[src/rtl/branch_resolve_unit_pkg.sv]
`default_nettype none
// ============================================================================
// Module  : branch_pkg
// Brief   : Shared types and constants for the EX-stage branch resolve unit.
// Revision: 1.0
// ============================================================================
package branch_pkg;

   typedef enum logic [2:0] {
      BEQ  = 3'b000,
      BNE  = 3'b001,
      BLT  = 3'b100,
      BGE  = 3'b101,
      BLTU = 3'b110,
      BGEU = 3'b111
   } br_op_e;

   typedef enum logic [0:0] {
      RUN    = 1'b0,
      SQUASH = 1'b1
   } brs_state_e;

   localparam logic [31:0] LINK_OFFSET = 32'd4;
   localparam int          SQ_CNT_W    = 3;

endpackage
`default_nettype wire

[src/rtl/branch_resolve_unit_if.sv]
`default_nettype none
// ============================================================================
// Module  : branch_resolve_unit_if
// Brief   : ID/EX request, MEM result, redirect and statistics bundle.
// Revision: 1.0
// ============================================================================
interface branch_resolve_unit_if #(
   parameter int CNT_W = 32
);
   logic              valid_i;
   logic              ready_o;
   logic              is_branch_i;
   logic              is_jal_i;
   logic              is_jalr_i;
   logic [2:0]        br_op_i;
   logic [31:0]       pc_i;
   logic [31:0]       imm_i;
   logic [31:0]       rs1_i;
   logic [31:0]       rs2_i;
   logic              flush_i;
   logic              valid_o;
   logic              ready_i;
   logic              taken_o;
   logic [31:0]       target_o;
   logic [31:0]       link_o;
   logic              misalign_o;
   logic              redirect_o;
   logic [31:0]       redirect_pc_o;
   logic [CNT_W-1:0]  br_cnt_o;
   logic [CNT_W-1:0]  taken_cnt_o;

   modport master (
      output valid_i, is_branch_i, is_jal_i, is_jalr_i, br_op_i, pc_i, imm_i,
             rs1_i, rs2_i, flush_i, ready_i,
      input  ready_o, valid_o, taken_o, target_o, link_o, misalign_o,
             redirect_o, redirect_pc_o, br_cnt_o, taken_cnt_o
   );

   modport slave (
      input  valid_i, is_branch_i, is_jal_i, is_jalr_i, br_op_i, pc_i, imm_i,
             rs1_i, rs2_i, flush_i, ready_i,
      output ready_o, valid_o, taken_o, target_o, link_o, misalign_o,
             redirect_o, redirect_pc_o, br_cnt_o, taken_cnt_o
   );
endinterface
`default_nettype wire

[src/rtl/branch_resolve_unit_cond.sv]
`default_nettype none
// ============================================================================
// Module  : compare_32bit_s / compare_32bit_u / br_cond_eval
// Brief   : 32-bit comparators and B-type condition evaluation.
// Revision: 1.0
// ============================================================================
module compare_32bit_s (
   input  logic [31:0] a_i,
   input  logic [31:0] b_i,
   output logic        eq_o,
   output logic        lt_o
);
   assign eq_o = (a_i == b_i);
   assign lt_o = ($signed(a_i) < $signed(b_i));
endmodule

module compare_32bit_u (
   input  logic [31:0] a_i,
   input  logic [31:0] b_i,
   output logic        lt_o
);
   assign lt_o = (a_i < b_i);
endmodule

module br_cond_eval
   import branch_pkg::*;
(
   input  logic [31:0] rs1_i,
   input  logic [31:0] rs2_i,
   input  logic [2:0]  br_op_i,
   output logic        cond_taken_o
);
   logic w_eq;
   logic w_lt_s;
   logic w_lt_u;

   compare_32bit_s u_cmp_s (
      .a_i  (rs1_i),
      .b_i  (rs2_i),
      .eq_o (w_eq),
      .lt_o (w_lt_s)
   );

   compare_32bit_u u_cmp_u (
      .a_i  (rs1_i),
      .b_i  (rs2_i),
      .lt_o (w_lt_u)
   );

   // funct3 010/011 are reserved encodings and never branch
   always_comb begin
      cond_taken_o = 1'b0;
      case (br_op_i)
         BEQ:     cond_taken_o = w_eq;
         BNE:     cond_taken_o = ~w_eq;
         BLT:     cond_taken_o = w_lt_s;
         BGE:     cond_taken_o = ~w_lt_s;
         BLTU:    cond_taken_o = w_lt_u;
         BGEU:    cond_taken_o = ~w_lt_u;
         default: cond_taken_o = 1'b0;
      endcase
   end
endmodule
`default_nettype wire

[src/rtl/branch_resolve_unit.sv]
`default_nettype none
// ============================================================================
// Module  : branch_resolve_unit
// Brief   : EX-stage branch/jump resolution, PC redirect, wrong-path squash.
// Revision: 1.0
// ============================================================================
module branch_resolve_unit
   import branch_pkg::*;
#(
   parameter int SQUASH_DEPTH = 2,
   parameter int CNT_W        = 32
) (
   input  logic                  clk_i,
   input  logic                  rst_ni,
   branch_resolve_unit_if.slave  bus
);
   localparam logic [SQ_CNT_W-1:0] c_squash_load = SQ_CNT_W'(SQUASH_DEPTH);

   generate
      if (SQUASH_DEPTH < 1 || SQUASH_DEPTH > 7) begin : g_bad_depth
         $error("SQUASH_DEPTH must be within 1..7");
      end
   endgenerate

   brs_state_e           r_state;
   brs_state_e           w_state_nxt;
   logic [SQ_CNT_W-1:0]  r_sq_cnt;
   logic [SQ_CNT_W-1:0]  w_sq_cnt_nxt;

   logic                 r_valid;
   logic                 r_taken;
   logic [31:0]          r_target;
   logic [31:0]          r_link;
   logic                 r_misalign;
   logic                 r_redirect;
   logic [31:0]          r_redirect_pc;
   logic [CNT_W-1:0]     r_br_cnt;
   logic [CNT_W-1:0]     r_taken_cnt;

   logic                 w_ready;
   logic                 w_accept;
   logic                 w_load;
   logic                 w_cond;
   logic                 w_taken;
   logic [31:0]          w_target;
   logic                 w_misalign;
   logic                 w_redirect;

   br_cond_eval u_cond (
      .rs1_i        (bus.rs1_i),
      .rs2_i        (bus.rs2_i),
      .br_op_i      (bus.br_op_i),
      .cond_taken_o (w_cond)
   );

   assign w_ready    = ~r_valid | bus.ready_i;
   assign w_accept   = bus.valid_i & w_ready;
   // Only an accepted instruction on the correct path, not flushed, produces a result
   assign w_load     = w_accept & ~bus.flush_i & (r_state == RUN);

   assign w_taken    = bus.is_jal_i | bus.is_jalr_i | (bus.is_branch_i & w_cond);
   assign w_target   = bus.is_jalr_i ? ((bus.rs1_i + bus.imm_i) & ~32'h1)
                                     : (bus.pc_i + bus.imm_i);
   assign w_misalign = w_taken & (w_target[1:0] != 2'b00);
   assign w_redirect = w_load & w_taken & ~w_misalign;

   always_ff @(posedge clk_i or negedge rst_ni) begin
      if (!rst_ni) begin
         r_state  <= RUN;
         r_sq_cnt <= '0;
      end else begin
         r_state  <= w_state_nxt;
         r_sq_cnt <= w_sq_cnt_nxt;
      end
   end

   always_comb begin
      w_state_nxt  = r_state;
      w_sq_cnt_nxt = r_sq_cnt;
      if (bus.flush_i) begin
         w_state_nxt  = RUN;
         w_sq_cnt_nxt = '0;
      end else if (w_accept) begin
         case (r_state)
            SQUASH: begin
               w_sq_cnt_nxt = r_sq_cnt - 1'b1;
               if (r_sq_cnt == SQ_CNT_W'(1)) begin
                  w_state_nxt = RUN;
               end
            end
            default: begin
               if (w_redirect) begin
                  w_state_nxt  = SQUASH;
                  w_sq_cnt_nxt = c_squash_load;
               end
            end
         endcase
      end
   end

   always_ff @(posedge clk_i or negedge rst_ni) begin
      if (!rst_ni) begin
         r_valid       <= 1'b0;
         r_taken       <= 1'b0;
         r_target      <= '0;
         r_link        <= '0;
         r_misalign    <= 1'b0;
         r_redirect    <= 1'b0;
         r_redirect_pc <= '0;
         r_br_cnt      <= '0;
         r_taken_cnt   <= '0;
      end else begin
         r_redirect <= w_redirect;
         if (bus.flush_i) begin
            r_valid <= 1'b0;
         end else if (w_load) begin
            r_valid    <= 1'b1;
            r_taken    <= w_taken;
            r_target   <= w_target;
            r_link     <= bus.pc_i + LINK_OFFSET;
            r_misalign <= w_misalign;
            if (w_redirect) begin
               r_redirect_pc <= w_target;
            end
            if (bus.is_branch_i) begin
               r_br_cnt <= r_br_cnt + CNT_W'(1);
               if (w_taken) begin
                  r_taken_cnt <= r_taken_cnt + CNT_W'(1);
               end
            end
         end else if (bus.ready_i) begin
            // Also covers a squashed accept: accepting implies the old result drained
            r_valid <= 1'b0;
         end
      end
   end

   assign bus.ready_o       = w_ready;
   assign bus.valid_o       = r_valid;
   assign bus.taken_o       = r_taken;
   assign bus.target_o      = r_target;
   assign bus.link_o        = r_link;
   assign bus.misalign_o    = r_misalign;
   assign bus.redirect_o    = r_redirect;
   assign bus.redirect_pc_o = r_redirect_pc;
   assign bus.br_cnt_o      = r_br_cnt;
   assign bus.taken_cnt_o   = r_taken_cnt;

endmodule
`default_nettype wire

[src/flat_wrapper.sv]
// flat-port wrapper written by rule: the top's interface ports become plain ports
module branch_resolve_unit_flat import branch_pkg::*;
#(
   parameter int SQUASH_DEPTH = 2,
   parameter int CNT_W        = 32
)
  (clk_i, rst_ni, bus_valid_i, bus_is_branch_i, bus_is_jal_i, bus_is_jalr_i, bus_br_op_i, bus_pc_i, bus_imm_i, bus_rs1_i, bus_rs2_i, bus_flush_i, bus_ready_i, bus_ready_o, bus_valid_o, bus_taken_o, bus_target_o, bus_link_o, bus_misalign_o, bus_redirect_o, bus_redirect_pc_o, bus_br_cnt_o, bus_taken_cnt_o);
  branch_resolve_unit_if #(.CNT_W(CNT_W)) bus_i ();
  input  logic clk_i;
  input  logic rst_ni;
  input wire logic [$bits(bus_i.valid_i)-1:0] bus_valid_i;
  input wire logic [$bits(bus_i.is_branch_i)-1:0] bus_is_branch_i;
  input wire logic [$bits(bus_i.is_jal_i)-1:0] bus_is_jal_i;
  input wire logic [$bits(bus_i.is_jalr_i)-1:0] bus_is_jalr_i;
  input wire logic [$bits(bus_i.br_op_i)-1:0] bus_br_op_i;
  input wire logic [$bits(bus_i.pc_i)-1:0] bus_pc_i;
  input wire logic [$bits(bus_i.imm_i)-1:0] bus_imm_i;
  input wire logic [$bits(bus_i.rs1_i)-1:0] bus_rs1_i;
  input wire logic [$bits(bus_i.rs2_i)-1:0] bus_rs2_i;
  input wire logic [$bits(bus_i.flush_i)-1:0] bus_flush_i;
  input wire logic [$bits(bus_i.ready_i)-1:0] bus_ready_i;
  output wire logic [$bits(bus_i.ready_o)-1:0] bus_ready_o;
  output wire logic [$bits(bus_i.valid_o)-1:0] bus_valid_o;
  output wire logic [$bits(bus_i.taken_o)-1:0] bus_taken_o;
  output wire logic [$bits(bus_i.target_o)-1:0] bus_target_o;
  output wire logic [$bits(bus_i.link_o)-1:0] bus_link_o;
  output wire logic [$bits(bus_i.misalign_o)-1:0] bus_misalign_o;
  output wire logic [$bits(bus_i.redirect_o)-1:0] bus_redirect_o;
  output wire logic [$bits(bus_i.redirect_pc_o)-1:0] bus_redirect_pc_o;
  output wire logic [$bits(bus_i.br_cnt_o)-1:0] bus_br_cnt_o;
  output wire logic [$bits(bus_i.taken_cnt_o)-1:0] bus_taken_cnt_o;
  assign bus_i.valid_i = bus_valid_i;
  assign bus_i.is_branch_i = bus_is_branch_i;
  assign bus_i.is_jal_i = bus_is_jal_i;
  assign bus_i.is_jalr_i = bus_is_jalr_i;
  assign bus_i.br_op_i = bus_br_op_i;
  assign bus_i.pc_i = bus_pc_i;
  assign bus_i.imm_i = bus_imm_i;
  assign bus_i.rs1_i = bus_rs1_i;
  assign bus_i.rs2_i = bus_rs2_i;
  assign bus_i.flush_i = bus_flush_i;
  assign bus_i.ready_i = bus_ready_i;
  assign bus_ready_o = bus_i.ready_o;
  assign bus_valid_o = bus_i.valid_o;
  assign bus_taken_o = bus_i.taken_o;
  assign bus_target_o = bus_i.target_o;
  assign bus_link_o = bus_i.link_o;
  assign bus_misalign_o = bus_i.misalign_o;
  assign bus_redirect_o = bus_i.redirect_o;
  assign bus_redirect_pc_o = bus_i.redirect_pc_o;
  assign bus_br_cnt_o = bus_i.br_cnt_o;
  assign bus_taken_cnt_o = bus_i.taken_cnt_o;
  branch_resolve_unit #(.SQUASH_DEPTH(SQUASH_DEPTH), .CNT_W(CNT_W)) u_core (.clk_i(clk_i), .rst_ni(rst_ni), .bus(bus_i));
endmodule
[config.mk]
export PLATFORM = sky130hd
export DESIGN_NAME = branch_resolve_unit_flat
export DESIGN_NICKNAME = d
export VERILOG_FILES = /design/src/rtl/branch_resolve_unit_pkg.sv /design/src/rtl/branch_resolve_unit_if.sv /design/src/rtl/branch_resolve_unit_cond.sv /design/src/rtl/branch_resolve_unit.sv /design/src/flat_wrapper.sv
export SDC_FILE = /design/constraint.sdc
export NUM_CORES = 1
export LEC_CHECK = 0
export CORE_MARGIN = 10
export CORE_UTILIZATION = 60
export DETAILED_ROUTE_END_ITERATION = 8
export DONT_BUFFER_PORTS = 1
export PLACE_DENSITY = 0.85
export SETUP_SLACK_MARGIN = 0.2
export SYNTH_ARGS = -nofsm -noshare
export SYNTH_HDL_FRONTEND = slang
export SYNTH_SLANG_ARGS = --single-unit
[constraint.sdc]
create_clock -name clk_i -period 5.6 [get_ports clk_i]
set_clock_uncertainty 0.15 [all_clocks]
set_input_delay 0.56 -clock clk_i [delete_from_list [all_inputs] [get_ports clk_i]]
set_output_delay 0.56 -clock clk_i [all_outputs]
set_load 0.01 [all_outputs]
==> metrics.log <==
[metrics] die extent in y: approximately 160 um
[metrics] Worst Tran Pin Value: 1.03 ns
[metrics] minimum clock period: 3.59 ns
[metrics] worst endpoint data arrival time: 3.74 ns
[metrics] Avg Vias per Cell: 6.17
[metrics] Design Area, Final: approximately 0.012 mm^2
[metrics] result of the run: complete, but fails checks
[metrics] total routing resource utilization after global routing: 26.1%
[metrics] final setup fails: 0
[metrics] cells along the critical path: inv_1 > ha_1 > nand4_1 > a2111oi_0 > or4b_1 > and3_1 > o32ai_1 > nor2_4 > inv_2 > mux2_1
[metrics] Inserted Clock Buffers: 17
[metrics] Final period util: 64.1%
[metrics] Leak: about 5.7 nW
[metrics] Die W: 159 um
[metrics] count of inserted antenna diode cells: 0
[metrics] type of element launching the critical path: input port
[metrics] cell taking the most area after synthesis: sky130_fd_sc_hd__dfrtp_1
[metrics] Worst setup EP type: flip-flop
[metrics] Util after Layout: 65.9%
[metrics] worst hold path type: input port to asynchronous set/reset pin
[metrics] CTS H-Tree Depth: 4
[metrics] Yosys warning count: 0
[metrics] Synth async-reset ratio: 100%
[metrics] power density of the placed cells: 311 mW/mm^2
[metrics] Port Buf Inserts: 0
[metrics] overall power of the completed layout: 3.88 mW
[metrics] Cells after DPL: about 1.5k
[metrics] fraction of final layout cells with drive strength greater than 1: under 10%
[metrics] Reg clk slew, reported paths: 0.07 ns
[metrics] Core Rows: 50
[metrics] Global Route met1 Usage: about a third
[metrics] max cap viols: 0
[metrics] setup repair after global routing missed its margin: false
[metrics] Worst Reg2Reg Path Length in Cells: 8
[metrics] Fillers: 1539
[metrics] average wire per cell in the routed design: between 20 and 25 um
[metrics] gp weighted congestion: 0.952
[metrics] Synth Net Count: 1539
[metrics] largest fanout on the critical path: 40
[metrics] via count of the first global-routing pass: between 9k and 10k
[metrics] count of cells resized by post-cts repair: 0
[metrics] total placed instance area: 0.0118 mm^2
[metrics] number of pins exceeding their max-slew limit in the final report: 0
[metrics] Hold Worst Slack: -0.0384 ns
[metrics] placeable core area: 0.0189 mm^2
[metrics] peak ir drop on the vdd network: 0.250 mV
[metrics] Max Clock Freq: 279 MHz
[metrics] headroom to the max-slew limit: between 30% and 40%
[metrics] clock root buffer master: sky130_fd_sc_hd__clkbuf_16
[metrics] initial antenna violation count: 0
[metrics] type of the worst setup path: input port to flip-flop
[metrics] failing checks: negative hold slack
[metrics] area growth from synthesis to layout: 6.95%
[metrics] Final Hold Viols: 5
[metrics] count of unique library cells instantiated by Yosys: 78
[metrics] maximum clock insertion buffer count: 2
[metrics] wire length after detailed routing: 34.2 mm
[metrics] busiest grt layer: met2
[metrics] hpwl dp: roughly 28 mm
[metrics] post-route non-filler standard cell count: 1552
[metrics] Critical-path top delay cell: sky130_fd_sc_hd__nor2_4
[metrics] CTS tree: yes
[metrics] dominant cells by area after synthesis: sky130_fd_sc_hd__dfrtp_1 36%, sky130_fd_sc_hd__ha_1 11%, sky130_fd_sc_hd__xnor2_1 6.9%
[metrics] clock sinks: 168
[metrics] die area: about 0.025 mm^2
[metrics] global-route wire length before repair: 53.1 mm
[metrics] sequential element share of the synthesized area: 36.1%
[metrics] Synth Instances: 1300
[metrics] required time of the critical path: 5.75 ns
[metrics] cell count along the critical path: 10
[metrics] most frequent standard cell in the layout excluding fill and tap cells: sky130_fd_sc_hd__nand2_1
[metrics] Global Route met3 Usage: 11.8%
[metrics] Setup TNS: 0 ns
[metrics] number of detailed-routing iterations run before antenna repair: 5
[metrics] met2 Resource Use GR: 40.5%
[metrics] commonest non-fill, non-tap cells in the layout: 185 x sky130_fd_sc_hd__nand2_1, 168 x sky130_fd_sc_hd__dfrtp_1, 98 x sky130_fd_sc_hd__ha_1
[metrics] initial drt markers: 817
[metrics] starting density of the core: 61.7%
[metrics] worst-skew pair later-pin latency: 0.42 ns
[metrics] family of cells with the greatest summed delay on the critical path: simple AND/OR/NAND/NOR gates
[metrics] number of primary I/O pins: 304
[metrics] Routed Antenna Nets: 0
[metrics] count of flip-flops with a built-in enable after synthesis: 0
[metrics] Critical Path Max Stage Delay: 0.73 ns
[metrics] fraction of post-synthesis cell area in the top cell type by area: 36.1%
[metrics] number of register bits inferred by synthesis: around 170
[metrics] leftover overflow at the end of global routing: 0
[metrics] prevailing post-synth register cell: sky130_fd_sc_hd__dfrtp_1
[metrics] number of remaining DRC errors: 0
[metrics] average cell area after synthesis: 8.96 um^2
[metrics] total number of vias: ~9.6k
[metrics] net count reported at finish: between 1.5k and 2k
[metrics] cell area after synthesis: approximately 0.012 mm^2
[metrics] count of buffer and inverter cells on the critical path: 2
[metrics] maximum number of pins on one net before global-route repair: 169
[layer usage]
layer / wire length [um] / share of wire (%)
met1: 13700 / 40
met2: 15400 / 45
met3: 4300 / 13
met4: 836 / 2.4
met5: 0 / 0
[sequential cells by signal (all words and copies together), names as in the netlist]
signal / count
u_core.bus.br_cnt_o: 32
u_core.bus.link_o: 32
u_core.bus.redirect_pc_o: 32
u_core.bus.taken_cnt_o: 32
u_core.bus.target_o: 32
u_core.r_sq_cnt: 3
u_core.bus.misalign_o: 1
u_core.bus.redirect_o: 1
u_core.bus.taken_o: 1
u_core.bus.valid_o: 1
u_core.r_state: 1
[worst reg2reg max path, stage by stage, from the launching register on]
cell and delay, ns:
sky130_fd_sc_hd__dfrtp_1 0.45, sky130_fd_sc_hd__nand2b_1 0.29, sky130_fd_sc_hd__and2_1 0.34, sky130_fd_sc_hd__and3_1 0.34, sky130_fd_sc_hd__nand4_1 0.25, sky130_fd_sc_hd__or3_1 0.51, sky130_fd_sc_hd__nor3_2 0.24, sky130_fd_sc_hd__or3b_1 0.39
sky130_fd_sc_hd__xnor2_1 0.13
[where the power goes]
part	switching [mW]	internal, mW	total (mW)
logic	0.491	0.365	0.856
registers	0.390	1.46	1.85
clock network	0.559	0.611	1.17
total	1.44	2.44	3.88
[cell usage after synthesis, types with 30 or more instances]
master	count
sky130_fd_sc_hd__clkbuf_1	32
sky130_fd_sc_hd__o21ai_0	63
sky130_fd_sc_hd__nand3_1	47
sky130_fd_sc_hd__dfrtp_1	168
sky130_fd_sc_hd__inv_1	49
sky130_fd_sc_hd__xnor2_1	92
sky130_fd_sc_hd__o21ai_1	30
sky130_fd_sc_hd__a21oi_1	83
sky130_fd_sc_hd__nand4_1	41
sky130_fd_sc_hd__nor2_1	73
sky130_fd_sc_hd__a21o_1	37
sky130_fd_sc_hd__xor2_1	47
sky130_fd_sc_hd__nand2_1	186
sky130_fd_sc_hd__ha_1	98
[worst paths after layout]
check                                           start                            to  slack (ns)
min reg2reg                u_core.bus.taken_cnt_o[31]    u_core.bus.taken_cnt_o[31]        0.39
max in group asynchronous                      rst_ni  u_core.bus.redirect_pc_o[17]        4.65
min                                            rst_ni       u_core.bus.br_cnt_o[23]       -0.04
max                                     bus_rs2_i[15]  u_core.bus.redirect_pc_o[15]        2.01
min in group clk_i                        bus_flush_i            u_core.r_sq_cnt[2]        0.05
max reg2reg                        u_core.bus.valid_o       u_core.bus.br_cnt_o[31]        2.39
[cell families (layout without fill, tap and decap cells)]
family | Yosys count | in the layout | synth area share [%]
and+or+nand+nor | 451 | 451 | 18.5
DFF | 168 | 168 | 36.1
xor gates and xnor gates | 139 | 139 | 10.4
AOI/OAI and AO/OA | 306 | 306 | 17.1
adders and majority gates | 100 | 100 | 10.9
buffers and inverters | 94 | 86 | 3.14
muxes | 42 | 42 | 3.90
[layout make-up]
| type | count | area [um^2] | share of cell area (%) |
|---|---|---|---|
| sequential | 168 | 4200 | 33.7 |
| tap | 260 | 325 | 2.61 |
| multi-input combinational | 1038 | 7100 | 57.0 |
| timing repair buffer | 3 | 42.5 | 0.341 |
| clock inverter | 14 | 156 | 1.26 |
| inverter | 51 | 191 | 1.54 |
| clock buffer | 18 | 439 | 3.52 |
[through the flow]
| step | hold slack, ns | worst slack, ns |
|---|---|---|
| 2_1_floorplan | 0.114 | 2.34 |
| 3_3_place_gp | 0.119 | 1.67 |
| 3_5_place_dp | 0.119 | 1.60 |
| 4_1_cts | 0.0331 | 2.04 |
| 5_1_grt | 0.0257 | 1.76 |
| 6_report | -0.0384 | 2.01 |
[what timing repair did]
| item | in CTS | in global routing |
|---|---|---|
| endpoints found under the hold margin | 168 | 0 |
| hold buffers | 1 | 0 |
| buffers inserted | 0 | 0 |
Power figures use the tool's default switching activity.
